**src/rtl/front_pkg.sv**
```systemverilog
// Shared types and constants for the sprite front-end line writer.
package front_pkg;

  typedef enum logic [2:0] {
    IDLE,
    ATTR,
    CHECK,
    FETCH0,
    FETCH1,
    LOAD,
    PIX,
    DONE
  } state_t;

  localparam int Y_LSB    = 0;
  localparam int X_LSB    = 9;
  localparam int TILE_LSB = 18;
  localparam int PAL_LSB  = 27;

  localparam int SPR_H = 16;
  localparam logic [2:0] TRANSPARENT = 3'b111;

endpackage

```
**src/rtl/front_pix_shifter.sv**
```systemverilog
// Serializes two fetched 24-bit graphics words into 16 3-bit pixels.
module front_pix_shifter
  import front_pkg::*;
(
  input  logic        clk,
  input  logic        i_rst,
  input  logic        i_load,
  input  logic [47:0] i_data,
  input  logic        i_shift,
  output logic [2:0]  o_color,
  output logic        o_last
);

  logic [47:0] r_sr;
  logic [3:0]  r_cnt;

  always_ff @(posedge clk) begin
    if (i_rst) begin
      r_sr  <= '0;
      r_cnt <= '0;
    end else if (i_load) begin
      r_sr  <= i_data;
      r_cnt <= '0;
    end else if (i_shift) begin
      r_sr  <= {3'b000, r_sr[47:3]};
      r_cnt <= r_cnt + 4'd1;
    end
  end

  assign o_color = r_sr[2:0];
  assign o_last  = (r_cnt == 4'(SPR_H - 1));

endmodule

```
**src/rtl/front_line_writer.sv**
```systemverilog
// Scans sprite attributes for one line, fetches hit rows and
// streams their pixels into the line buffer.
module front_line_writer
  import front_pkg::*;
#(
  parameter int NSPR = 64
) (
  input  logic                    clk,
  input  logic                    VIDEO_RST,
  input  logic                    CK0,
  input  logic                    HLD,
  input  logic [8:0]              FY,
  output logic [$clog2(NSPR)-1:0] attr_addr,
  input  logic [31:0]             attr_data,
  output logic                    gfx_req,
  output logic [13:0]             gfx_addr,
  input  logic                    gfx_ack,
  input  logic [23:0]             gfx_data,
  output logic [7:0]              FD,
  output logic                    LD,
  output logic [8:0]              FL_Y,
  output logic                    busy
);

  localparam int IW = $clog2(NSPR);

  state_t          r_state, w_next;
  logic [8:0]      r_fy, r_x, r_tile;
  logic [IW-1:0]   r_idx;
  logic [4:0]      r_pal;
  logic [3:0]      r_row;
  logic [23:0]     r_w0, r_w1;

  logic [8:0]      w_y, w_row;
  logic            w_hit, w_eol, w_last_idx;
  logic            w_pix_last, w_advance;
  logic [2:0]      w_color;

  assign w_y        = attr_data[Y_LSB +: 9];
  assign w_row      = r_fy - w_y;
  assign w_hit      = (w_row < 9'(SPR_H));
  assign w_eol      = (w_y == 9'h1FF);
  assign w_last_idx = (r_idx == IW'(NSPR - 1));

  assign w_advance =
    ((r_state == CHECK) && !w_eol && !w_hit) ||
    ((r_state == PIX) && CK0 && w_pix_last);

  always_comb begin
    w_next = r_state;
    unique case (r_state)
      IDLE:   w_next = IDLE;
      ATTR:   w_next = CHECK;
      CHECK: begin
        if (w_eol)           w_next = DONE;
        else if (w_hit)      w_next = FETCH0;
        else if (w_last_idx) w_next = DONE;
        else                 w_next = ATTR;
      end
      FETCH0: if (gfx_ack) w_next = FETCH1;
      FETCH1: if (gfx_ack) w_next = LOAD;
      LOAD:   if (CK0) w_next = PIX;
      PIX: begin
        if (CK0 && w_pix_last)
          w_next = w_last_idx ? DONE : ATTR;
      end
      DONE:   w_next = DONE;
      default: w_next = IDLE;
    endcase
    // A new line start aborts whatever is in flight.
    if (HLD) w_next = ATTR;
  end

  always_ff @(posedge clk) begin
    if (VIDEO_RST) begin
      r_state <= IDLE;
      r_fy    <= '0;
      r_idx   <= '0;
      r_x     <= '0;
      r_tile  <= '0;
      r_pal   <= '0;
      r_row   <= '0;
      r_w0    <= '0;
      r_w1    <= '0;
    end else begin
      r_state <= w_next;
      if (HLD) begin
        r_fy  <= FY;
        r_idx <= '0;
      end else begin
        if (w_advance && !w_last_idx)
          r_idx <= r_idx + 1'b1;
        if ((r_state == CHECK) && !w_eol && w_hit) begin
          r_x    <= attr_data[X_LSB +: 9];
          r_tile <= attr_data[TILE_LSB +: 9];
          r_pal  <= attr_data[PAL_LSB +: 5];
          r_row  <= w_row[3:0];
        end
        if ((r_state == FETCH0) && gfx_ack) r_w0 <= gfx_data;
        if ((r_state == FETCH1) && gfx_ack) r_w1 <= gfx_data;
      end
    end
  end

  front_pix_shifter u_shift (
    .clk     (clk),
    .i_rst   (VIDEO_RST),
    .i_load  ((r_state == LOAD) && CK0 && !HLD),
    .i_data  ({r_w1, r_w0}),
    .i_shift ((r_state == PIX) && CK0),
    .o_color (w_color),
    .o_last  (w_pix_last)
  );

  assign attr_addr = r_idx;
  assign gfx_req   = (r_state == FETCH0) || (r_state == FETCH1);
  assign gfx_addr  = {r_tile, r_row, (r_state == FETCH1)};
  assign LD        = (r_state == LOAD) && CK0;
  assign FL_Y      = r_x;
  assign FD        = ((r_state == PIX) && CK0) ? {r_pal, w_color} : 8'hFF;
  assign busy      = (r_state != IDLE) && (r_state != DONE);

endmodule

```
**config.mk**
```make
export PLATFORM = sky130hd
export DESIGN_NAME = front_line_writer
export DESIGN_NICKNAME = d
export VERILOG_FILES = /design/src/rtl/front_pkg.sv /design/src/rtl/front_pix_shifter.sv /design/src/rtl/front_line_writer.sv
export SDC_FILE = /design/constraint.sdc
export NUM_CORES = 1
export LEC_CHECK = 0
export CORE_ASPECT_RATIO = 1.4
export CORE_MARGIN = 5
export CORE_UTILIZATION = 45
export CTS_CLUSTER_DIAMETER = 120
export DETAILED_ROUTE_END_ITERATION = 8
export GPL_TIMING_DRIVEN = 0
export PLACE_DENSITY = 0.67
export SLEW_MARGIN = 20
export SYNTH_ARGS = -nofsm -noshare
export SYNTH_HDL_FRONTEND = slang
export SYNTH_HIERARCHICAL = 1
export SYNTH_SLANG_ARGS = --single-unit
```
**constraint.sdc**
```tcl
create_clock -name clk -period 3.4 [get_ports clk]
set_clock_uncertainty 0.15 [all_clocks]
set_input_delay 1.02 -clock clk [delete_from_list [all_inputs] [get_ports clk]]
set_output_delay 1.02 -clock clk [all_outputs]
set_load 0.1 [all_outputs]
```
==> flow_summary.ini <==
[layout]
mostFrequentLayoutCell = dfxtp_1
register_area_mm2 = 0.00290
layout_common_cells = 145 x dfxtp_1, 115 x nand2_1, 91 x clkdlybuf4s50_1
fin_nets = 935
multi_input_area_mm2 = 0.00332
instances_no_fill = 1057
nFillCells = 1290
area_growth_pct = 33.0
drive_above_1_share_pct = 11.3

[synthesis]
async_flop_share_pct = 0
synth_seq_area_share_pct = 44.6
ys_types = 56
synth.avg_cell_area_um2 = 9.03
yosys_warnings = 6
synthesis.instances = 720
netlist_area_mm2 = 0.00650
synth-edff-count = 0
ys_seq_elements = 145
synthFlopType = dfxtp_1
synthesis.nets = 801

[worst_setup_path]
cp_cell_sequence = buf_4, inv_1, nor3_4, dlygate4sd2_1
cp.required_ns = 2.23
worstSetupEndpointType = output pin
cp_num_buf_inv = 3
slowest_delay_ns = 0.92
crit_family = buffers and inverters
cp_max_fo = 10
crit_arrival_ns = 2.16
critPathKind = reg2out
start_kind = flip-flop
critPathSlowestCell = dlygate4sd2_1

[power]
fin_total_pwr_mw = 4.14
p_per_area_mw_per_mm2 = 478
seq_power_share_pct = 41.5
pwr-share-comb_pct = 7.0
power_leakage_nw = 3.29
pwr-share-clk_pct = 51.4
power.internal_mw = 3.25
switchingPower_mw = 0.892
ir_drop_mv = 0.330
p_sw_share_pct = 21.6

[sta]
worst_pin_slew_ns = 1.02
tns_ns = 0
whs_ns = 0.305
max_freq_mhz = 300
slew_headroom_pct = 32.0
grt_setup_unrepaired = no
setup_viol = 0
post-route-min-period_ns = 3.33
fin_crit_sh_pct = 98.1
slew_violations = 0
finalHoldViolCount = 0

[clock_tree]
root_buffer = clkbuf_16
cts_made_buffers = 17
clkLatencyLatePin_ns = 0.43
path_clk_slew_ns = 0.06
clk_path_buf_depth = 2
cts_tree = done
cts_sinks = 145
cts.htree.levels = 4

[routing]
routed_wl_um = 17700
wl_per_cell_um = 16.7
ant_nets = 0
drt-pass1-iter-count = 4
num_vias = 5552
drc = 0
vias_per_cell = 5.25
drtIter0Drc = 161

[place]
place_inst = 1017
gp_congestion = 0.894
io_buffers = 108
hpwl_um = 13600

[floorplanning]
start_util_pct = 45.4
core_area_mm2 = 0.0143
pin_count = 110
die-area_mm2 = 0.0170
num_rows = 52
die_y_um = 152
die_w_um = 112

[global_route]
grt_usage_pct = 20.8
grt_max_degree = 17
grt_pass1_vias = 5834
gr-total-overflow = 0
grt_first_pass_wirelength_um = 28700
antenna_found_initial = 1

[run]
cap_violations = 0

[hold_path]
hold_class = reg2reg

[status]
status = completed
-- worst min-delay path, delay by kind of cell, from the launching register on --
kind / cells / cell delay [ns]
compound gates: 1 / 0.05
flops: 1 / 0.31
simple gates: 1 / 0.05
-- cells by family (layout without fill, tap and decap cells) --
| group | after synthesis | after routing | synth area share, % |
|---|---|---|---|
| AO/OA/AOI/OAI | 142 | 142 | 13.8 |
| XOR/XNOR | 9 | 9 | 1.21 |
| adder cells (fa/ha/maj) | 11 | 11 | 2.23 |
| buffers and inverters | 68 | 215 | 5.99 |
| flip-flops | 145 | 145 | 44.6 |
| multiplexers | 83 | 83 | 12.9 |
| other | 0 | 1 | 0 |
| AND/OR/NAND/NOR | 262 | 262 | 19.2 |
-- cell usage after synthesis (2+ instances only) --
| cell type | number | area [um^2] |
|---|---|---|
| a211oi_1 | 46 | 345 |
| a21o_1 | 2 | 15.0 |
| a21oi_1 | 67 | 335 |
| a31o_1 | 3 | 26.3 |
| and3_1 | 6 | 37.5 |
| buf_1 | 3 | 11.3 |
| buf_12 | 5 | 100 |
| buf_2 | 9 | 45.0 |
| buf_4 | 5 | 37.5 |
| buf_6 | 3 | 33.8 |
| clkbuf_1 | 28 | 105 |
| dfxtp_1 | 145 | 2900 |
| ha_1 | 10 | 125 |
| inv_1 | 14 | 52.6 |
| mux2i_1 | 82 | 821 |
| nand2_1 | 115 | 432 |
| nand2_2 | 2 | 12.5 |
| nand2b_1 | 10 | 62.6 |
| nand3_1 | 7 | 35.0 |
| nand4_1 | 2 | 12.5 |
| nor2_1 | 51 | 191 |
| nor2b_1 | 47 | 294 |
| nor3_1 | 3 | 15.0 |
| o211ai_1 | 2 | 15.0 |
| o21a_1 | 3 | 22.5 |
| o21ai_0 | 7 | 35.0 |
| or2_0 | 2 | 12.5 |
| or2b_1 | 2 | 15.0 |
| or3_1 | 3 | 18.8 |
| or3b_1 | 3 | 26.3 |
| xnor2_1 | 6 | 52.6 |
| xor2_1 | 3 | 26.3 |
-- power groups by stage --
stage | Clock, mW | Combinational [mW] | Sequential (mW)
4_1_cts | 2.16 | 0.277 | 1.72
3_5_place_dp | 0 | 0.272 | 1.75
5_1_grt | 2.24 | 0.312 | 1.72
2_1_floorplan | 0 | 0.136 | 1.76
6_report | 2.13 | 0.291 | 1.72
3_3_place_gp | 0 | 0.267 | 1.75
-- what timing repair did --
action / CTS / global route
endpoints found under the setup margin: 44 / 35
resized for setup: 67 / 19
hold buffers: 0 / 0
pin swaps: 4 / 4
setup buffers: 7 / 0
-- per-layer routing --
layer / wire, um / global-route usage (%)
met5: 0 / 0
met1: 6980 / 22.5
met2: 8960 / 36.8
met4: 534 / 9.33
met3: 1230 / 6.87
-- worst paths after layout --
path / startpoint / endpoint / slack (ns) / depth (start not counted)
min reg2reg: r_w1[10] / r_w1[10] / 0.31 / 2
max: r_state[2] / gfx_addr[0] / 0.07 / 4
max reg2reg: r_fy[6] / FL_Y[2] / 0.75 / 10
min: r_w1[10] / r_w1[10] / 0.31 / 2
-- sequential cells by signal, summed over array words and instances (netlist names) --
| name | cells |
|---|---|
| r_pal | 5 |
| r_w0 | 24 |
| r_state | 3 |
| u_shift/r_sr | 48 |
| r_w1 | 24 |
| attr_addr | 6 |
| FL_Y | 9 |
| r_fy | 9 |
| u_shift/r_cnt | 4 |
| r_tile | 9 |
| r_row | 4 |
-- metrics by stage --
stage               util [%]  setup WS [ns]  cell area (um^2)
floorplan                  -         0.0813              6510
global placement        54.7          -1.32              7830
detailed placement      54.7          -1.32              7830
CTS                     59.9        0.00889              8570
global route            60.4        0.00381              8650
finish                  60.4         0.0662              8650
-- final cells by class --
class	count	share of cell area, %
multi-input cells	507	38.4
flip-flops and latches	145	33.6
repair buffers	115	12.9
clock buffers	19	5.12
plain buffers	53	3.91
well taps	189	2.73
clock inverters	13	2.69
inverters	15	0.651
diodes	1	0.0289
No activity file was read; power rests on OpenSTA's default activity.
